`config.mk`:
```
export PLATFORM = sky130hd
export DESIGN_NAME = bin2bcd_seq_flat
export DESIGN_NICKNAME = d
export VERILOG_FILES = /design/src/rtl/bin2bcd_seq_pkg.sv /design/src/rtl/bin2bcd_seq_if.sv /design/src/rtl/bin2bcd_seq_digit_adj.sv /design/src/rtl/bin2bcd_seq.sv /design/src/flat_wrapper.sv
export SDC_FILE = /design/constraint.sdc
export NUM_CORES = 1
export LEC_CHECK = 0
export CAP_MARGIN = 20
export CORE_UTILIZATION = 35
export DETAILED_ROUTE_END_ITERATION = 16
export SYNTH_ARGS = -nofsm -noshare
export SYNTH_HDL_FRONTEND = slang
export SYNTH_SLANG_ARGS = --single-unit
```
`constraint.sdc`:
```
create_clock -name clk -period 4.43 [get_ports clk]
set_input_delay 0.443 -clock clk [delete_from_list [all_inputs] [get_ports clk]]
set_output_delay 0.443 -clock clk [all_outputs]
set_load 0.01 [all_outputs]
```
`src/rtl/bin2bcd_seq_pkg.sv`:
```
// Shared types and constants for the sequential binary-to-BCD converter.
// Optional feature macro: BCD_BLANK_EN (leading-zero blank mask output).
package bcd_pkg;

    typedef enum logic [1:0] {
        IDLE  = 2'd0,
        SHIFT = 2'd1,
        DONE  = 2'd2
    } bcd_state_t;

    localparam logic [3:0] BCD_ADJ_THRESH = 4'd5;
    localparam logic [3:0] BCD_ADJ_ADD    = 4'd3;

    // Enough decimal digits to hold 2**width-1 (log10(2) ~ 0.3).
    function automatic int bcd_digits(input int width);
        return (width * 3) / 10 + 1;
    endfunction

endpackage

```
`src/rtl/bin2bcd_seq_if.sv`:
```
// Handshake bundle between the converter and its producer/consumer.
// Optional feature macro: BCD_BLANK_EN adds blank_mask.
interface bin2bcd_seq_if #(
    parameter int WIDTH = 8
);
    import bcd_pkg::*;

    localparam int DIGITS = bcd_digits(WIDTH);

    logic                  in_valid;
    logic                  in_ready;
    logic [WIDTH-1:0]      in_bin;
    logic                  out_valid;
    logic                  out_ready;
    logic [4*DIGITS-1:0]   out_bcd;
    logic                  busy;
`ifdef BCD_BLANK_EN
    logic [DIGITS-1:0]     blank_mask;

    modport master (
        output in_valid, in_bin, out_ready,
        input  in_ready, out_valid, out_bcd, busy, blank_mask
    );

    modport slave (
        input  in_valid, in_bin, out_ready,
        output in_ready, out_valid, out_bcd, busy, blank_mask
    );
`else
    modport master (
        output in_valid, in_bin, out_ready,
        input  in_ready, out_valid, out_bcd, busy
    );

    modport slave (
        input  in_valid, in_bin, out_ready,
        output in_ready, out_valid, out_bcd, busy
    );
`endif

endinterface

```
`src/rtl/bin2bcd_seq_digit_adj.sv`:
```
// Double-dabble digit correction: add 3 to a BCD digit that is 5 or more,
// so the following left shift carries correctly into the next digit.
module bcd_digit_adj
    import bcd_pkg::*;
(
    input  logic [3:0] d_i,
    output logic [3:0] d_o
);

    assign d_o = (d_i >= BCD_ADJ_THRESH) ? (d_i + BCD_ADJ_ADD) : d_i;

endmodule

```
`src/rtl/bin2bcd_seq.sv`:
```
// Sequential binary-to-BCD converter, one input bit per clock (double dabble).
// Optional feature macro: BCD_BLANK_EN (registered leading-zero blank mask).
//
// state | meaning
// IDLE  | ready for a new operand
// SHIFT | adjust + shift one bit per cycle, WIDTH cycles
// DONE  | result valid, held until out_ready
module bin2bcd_seq
    import bcd_pkg::*;
#(
    parameter int WIDTH = 8
) (
    input  logic          clk,
    input  logic          rst_n,
    bin2bcd_seq_if.slave  bus
);

    localparam int DIGITS = bcd_digits(WIDTH);
    localparam int BW     = 4 * DIGITS;
    localparam int CW     = $clog2(WIDTH);

    bcd_state_t        state_q, state_d;
    logic [WIDTH-1:0]  bin_q, bin_d;
    logic [BW-1:0]     acc_q, acc_d;
    logic [BW-1:0]     acc_adj;
    logic [BW-1:0]     acc_sh;
    logic [WIDTH-1:0]  bin_sh;
    logic [BW-1:0]     out_bcd_q, out_bcd_d;
    logic [CW-1:0]     cnt_q, cnt_d;
    logic              done_load;

    for (genvar g = 0; g < DIGITS; g++) begin : g_adj
        bcd_digit_adj u_adj (
            .d_i (acc_q[4*g +: 4]),
            .d_o (acc_adj[4*g +: 4])
        );
    end

    // The MSB of the adjusted accumulator falls off; DIGITS is sized so it is always 0.
    assign {acc_sh, bin_sh} = {acc_adj, bin_q} << 1;
    assign done_load        = (state_q == SHIFT) && (cnt_q == '0);

    // State and datapath registers.
    always_ff @(posedge clk or negedge rst_n) begin
        if (!rst_n) begin
            state_q   <= IDLE;
            bin_q     <= '0;
            acc_q     <= '0;
            cnt_q     <= '0;
            out_bcd_q <= '0;
        end else begin
            state_q   <= state_d;
            bin_q     <= bin_d;
            acc_q     <= acc_d;
            cnt_q     <= cnt_d;
            out_bcd_q <= out_bcd_d;
        end
    end

    // Next-state and datapath update; out_bcd only changes on entry to DONE.
    always_comb begin
        state_d   = state_q;
        bin_d     = bin_q;
        acc_d     = acc_q;
        cnt_d     = cnt_q;
        out_bcd_d = out_bcd_q;
        case (state_q)
            IDLE: begin
                if (bus.in_valid) begin
                    bin_d   = bus.in_bin;
                    acc_d   = '0;
                    cnt_d   = CW'(WIDTH - 1);
                    state_d = SHIFT;
                end
            end
            SHIFT: begin
                bin_d = bin_sh;
                acc_d = acc_sh;
                if (cnt_q == '0) begin
                    out_bcd_d = acc_sh;
                    state_d   = DONE;
                end else begin
                    cnt_d = cnt_q - 1'b1;
                end
            end
            DONE: begin
                if (bus.out_ready) begin
                    state_d = IDLE;
                end
            end
            default: state_d = IDLE;
        endcase
    end

    assign bus.in_ready  = (state_q == IDLE);
    assign bus.busy      = (state_q == SHIFT);
    assign bus.out_valid = (state_q == DONE);
    assign bus.out_bcd   = out_bcd_q;

`ifdef BCD_BLANK_EN
    logic [DIGITS-1:0] blank_q, blank_d;
    logic              hi_zero;

    // A digit is blank when it and every digit above it are zero; units never blank.
    always_comb begin
        blank_d = '0;
        hi_zero = 1'b1;
        for (int i = DIGITS - 1; i >= 1; i--) begin
            hi_zero    = hi_zero & (acc_sh[4*i +: 4] == 4'd0);
            blank_d[i] = hi_zero;
        end
    end

    // Captured together with out_bcd so both follow the same valid window.
    always_ff @(posedge clk or negedge rst_n) begin
        if (!rst_n) begin
            blank_q <= '0;
        end else if (done_load) begin
            blank_q <= blank_d;
        end
    end

    assign bus.blank_mask = blank_q;
`endif

endmodule
```
`src/flat_wrapper.sv`:
```
// flat-port wrapper written by rule: the top's interface ports become plain ports
module bin2bcd_seq_flat import bcd_pkg::*;
#(
    parameter int WIDTH = 8
)
  (clk, rst_n, bus_in_valid, bus_in_bin, bus_out_ready, bus_in_ready, bus_out_valid, bus_out_bcd, bus_busy);
  bin2bcd_seq_if #(.WIDTH(WIDTH)) bus_i ();
  input  logic clk;
  input  logic rst_n;
  input wire logic [$bits(bus_i.in_valid)-1:0] bus_in_valid;
  input wire logic [$bits(bus_i.in_bin)-1:0] bus_in_bin;
  input wire logic [$bits(bus_i.out_ready)-1:0] bus_out_ready;
  output wire logic [$bits(bus_i.in_ready)-1:0] bus_in_ready;
  output wire logic [$bits(bus_i.out_valid)-1:0] bus_out_valid;
  output wire logic [$bits(bus_i.out_bcd)-1:0] bus_out_bcd;
  output wire logic [$bits(bus_i.busy)-1:0] bus_busy;
  assign bus_i.in_valid = bus_in_valid;
  assign bus_i.in_bin = bus_in_bin;
  assign bus_i.out_ready = bus_out_ready;
  assign bus_in_ready = bus_i.in_ready;
  assign bus_out_valid = bus_i.out_valid;
  assign bus_out_bcd = bus_i.out_bcd;
  assign bus_busy = bus_i.busy;
  bin2bcd_seq #(.WIDTH(WIDTH)) u_core (.clk(clk), .rst_n(rst_n), .bus(bus_i));
endmodule
```
==> flow_summary.yaml <==
sta:
  setup_viol: 0
  fmax_ghz: 0.354
  hold_viol: 0
  tightestPinTransition_ps: 1070
  slew_headroom_pct: 28.4
  setup_slack_ps: 1600
  drv_slew: 0
  fin_crit_sh_pct: 63.8
  fin_crit_ps: 2830
  hold_ws_ps: 245
  setup_tns_ps: 0
  finalClockSkew_ps: 6.44
  rsz0062_at_grt: "false"
synth:
  synth_area_leaders: "dfrtp_1 (51%), nand2_1 (7.2%), ha_1 (5.5%)"
  synth-async-reset-ratio_pct: 100
  synth_most_common_cell: "dfrtp_1"
  syn_avg_cell_area_um2: 10.0
  syn-num-nets: 203
  synth-edff-count: 0
  synth_top_area_share_pct: 50.6
  synth.distinct_cells: 30
  synth_cells: 183
  synth-main-ff-cell: "dfrtp_1"
  yosys.area.top_type: "dfrtp_1"
  yosys_warnings: 0
  ys_ff_latch: 37
  synthesis.area_um2: 1830
  synthTopCellsByCount: "dfrtp_1 (37), nand2_1 (35), o21ai_0 (15)"
  yosysSeqAreaShare_pct: 50.6
finish:
  area_delta_synth_final_pct: 21.7
  final_area_um2: 2230
  drive_above_1_share_pct: 10.1
  nets: 227
  antenna_cells: 0
floorplanning:
  rows: 25
  core_area_um2: 4880
  die_h_um: 74.3
  io_pins: 27
  start_util_pct: 37.5
  die-area_um2: 5520
  die_w_um: 74.3
detailed_routing:
  drtPass1Iterations: 4
  wl_per_cell_um: 12.1
  vias: 1310
  post-route-drc-count: 0
  via_per_inst: 4.76
  finalWirelength_um: 3330
  drtIter0Drc: 74
  postRouteAntennaNets: 0
critical_path:
  required_ps: 3990
  arrival_ps: 2390
  rrSetupSlack_ps: 2320
  crit_path_start: "u_core.state_q[1]$_DFFE_PN0P_"
  reg2reg_to: "u_core.bus.out_bcd[4]$_DFFE_PN0P_"
  cp-start-kind: "flip-flop"
  r2r_cells: 5
  r2r-start: "u_core.state_q[1]$_DFFE_PN0P_"
  cp_max_fo: 25
  crit_path_end_kind: "output pin"
  setup.worst_path.class: "flip-flop to output pin"
global_route:
  overflow: 0
  grtUsageTotal_pct: 14.5
  antenna_found_initial: 0
  grt_pass1_wl_um: 6000
  grt_pass1_vias: 1289
  grt_start_max_net_pins: 38
clocking:
  ctsHoldBuffers: 0
  cts-root-buf: "clkbuf_8"
  clk_pin_slew_worst_paths_ps: 80
  cts_tree: "done"
  cts.path.max_buffers: 2
  clkSinkCount: 37
  ctsResizeCount: 0
  clk_latency_ps: 290
  numCtsBuffers: 5
  post_cts_buffers: 0
  htree_levels: 2
min_path:
  worst_hold_path_type: "input port to async pin"
place:
  place_worst_setup_slack_ps: 1920
  dp_hpwl_um: 2260
  gp_congestion: 0.696
  port_buffers: 26
  postPlaceCellArea_um2: 2090
power_and_ir_drop:
  p_leak_nw: 0.958
  p_per_area_nw_per_um2: 755
  p_total_mw: 1.68
  vdd_drop_max_uv: 269
status:
  status: "complete, no violations"
job:
  cap_violations: 0
==> how the worst max path moves through the flow <==
stage | to | cells after the start
after floorplan | u_core.acc_q[2]$_DFFE_PN0P_ | 6
after global placement | bus_busy | 3
after detailed placement | bus_busy | 3
after CTS | bus_busy | 3
after global routing | bus_busy | 3
final | bus_busy | 3
==> metrics by stage <==
stage	utilization, %	cells
floorplan	-	183
global placement	42.9	267
detailed placement	42.9	267
CTS	45.7	275
global route	45.7	275
finish	45.7	275
==> final cells by class <==
| type | instances | area (um^2) |
|---|---|---|
| Clock buffer | 5 | 68.8 |
| Clock inverter | 3 | 65.1 |
| Fill cell | 507 | 2650 |
| Inverter | 10 | 40.0 |
| Multi-Input combinational cell | 127 | 790 |
| Sequential cell | 37 | 926 |
| Tap cell | 67 | 83.8 |
| Timing Repair Buffer | 26 | 255 |
==> flip-flops by register name, indices dropped and copies added (netlist names) <==
signal              flops
u_core.bus.out_bcd     12
u_core.bin_q            8
u_core.acc_q           12
u_core.state_q          2
u_core.cnt_q            3
==> cell usage in the layout (no fill, tap or decap) <==
master           count
dfrtp_1             37
nand2_1             35
clkdlybuf4s50_1     25
o21ai_0             15
o21ai_1             10
inv_1                9
o22ai_1              8
ha_1                 8
mux2i_1              7
a21oi_1              6
nor2_1               5
clkbuf_8             5
nand2b_1             4
a31oi_1              4
nor3_1               4
mux2_2               3
xnor2_1              3
or3b_2               3
nor2_4               2
nor3b_1              2
bufinv_16            2
inv_4                1
or2b_1               1
nor2b_1              1
nor3b_4              1
or2_1                1
a2bb2oi_1            1
nand2_2              1
and2_4               1
o31ai_1              1
clkinv_2             1
buf_2                1
==> worst max-delay path, stage by stage, from the launching register on <==
cell and delay, ps:
dfrtp_1 430, nand2b_1 620, inv_4 440, clkdlybuf4s50_1 600
==> per-layer routing <==
metal	vias up	wire length, um	GRT usage [%]
li1	666	-	-
met1	612	1670	19.3
met2	28	1500	22.8
met3	4	126	4.07
met4	0	36	5.03
met5	-	0	0
==> logic make-up (layout without fill, tap and decap cells) <==
kind of cell / count (synthesis) / count (layout) / synth area share (%)
AOI/OAI and AO/OA: 45 / 45 / 13.5
DFF: 37 / 37 / 50.6
muxes: 10 / 10 / 5.67
and+or+nand+nor: 61 / 61 / 17.1
adders and majority gates: 8 / 8 / 5.47
xor gates and xnor gates: 3 / 3 / 1.44
buffers and inverters: 19 / 44 / 6.29
==> power breakdown <==
| part | internal (mW) | total, mW | switching [mW] | leakage, nW |
|---|---|---|---|---|
| clock network | 0.224 | 0.346 | 0.123 | 0.0681 |
| registers | 0.485 | 0.586 | 0.100 | 0.469 |
| logic | 0.352 | 0.751 | 0.399 | 0.421 |
(Power assumes the default switching activity.)
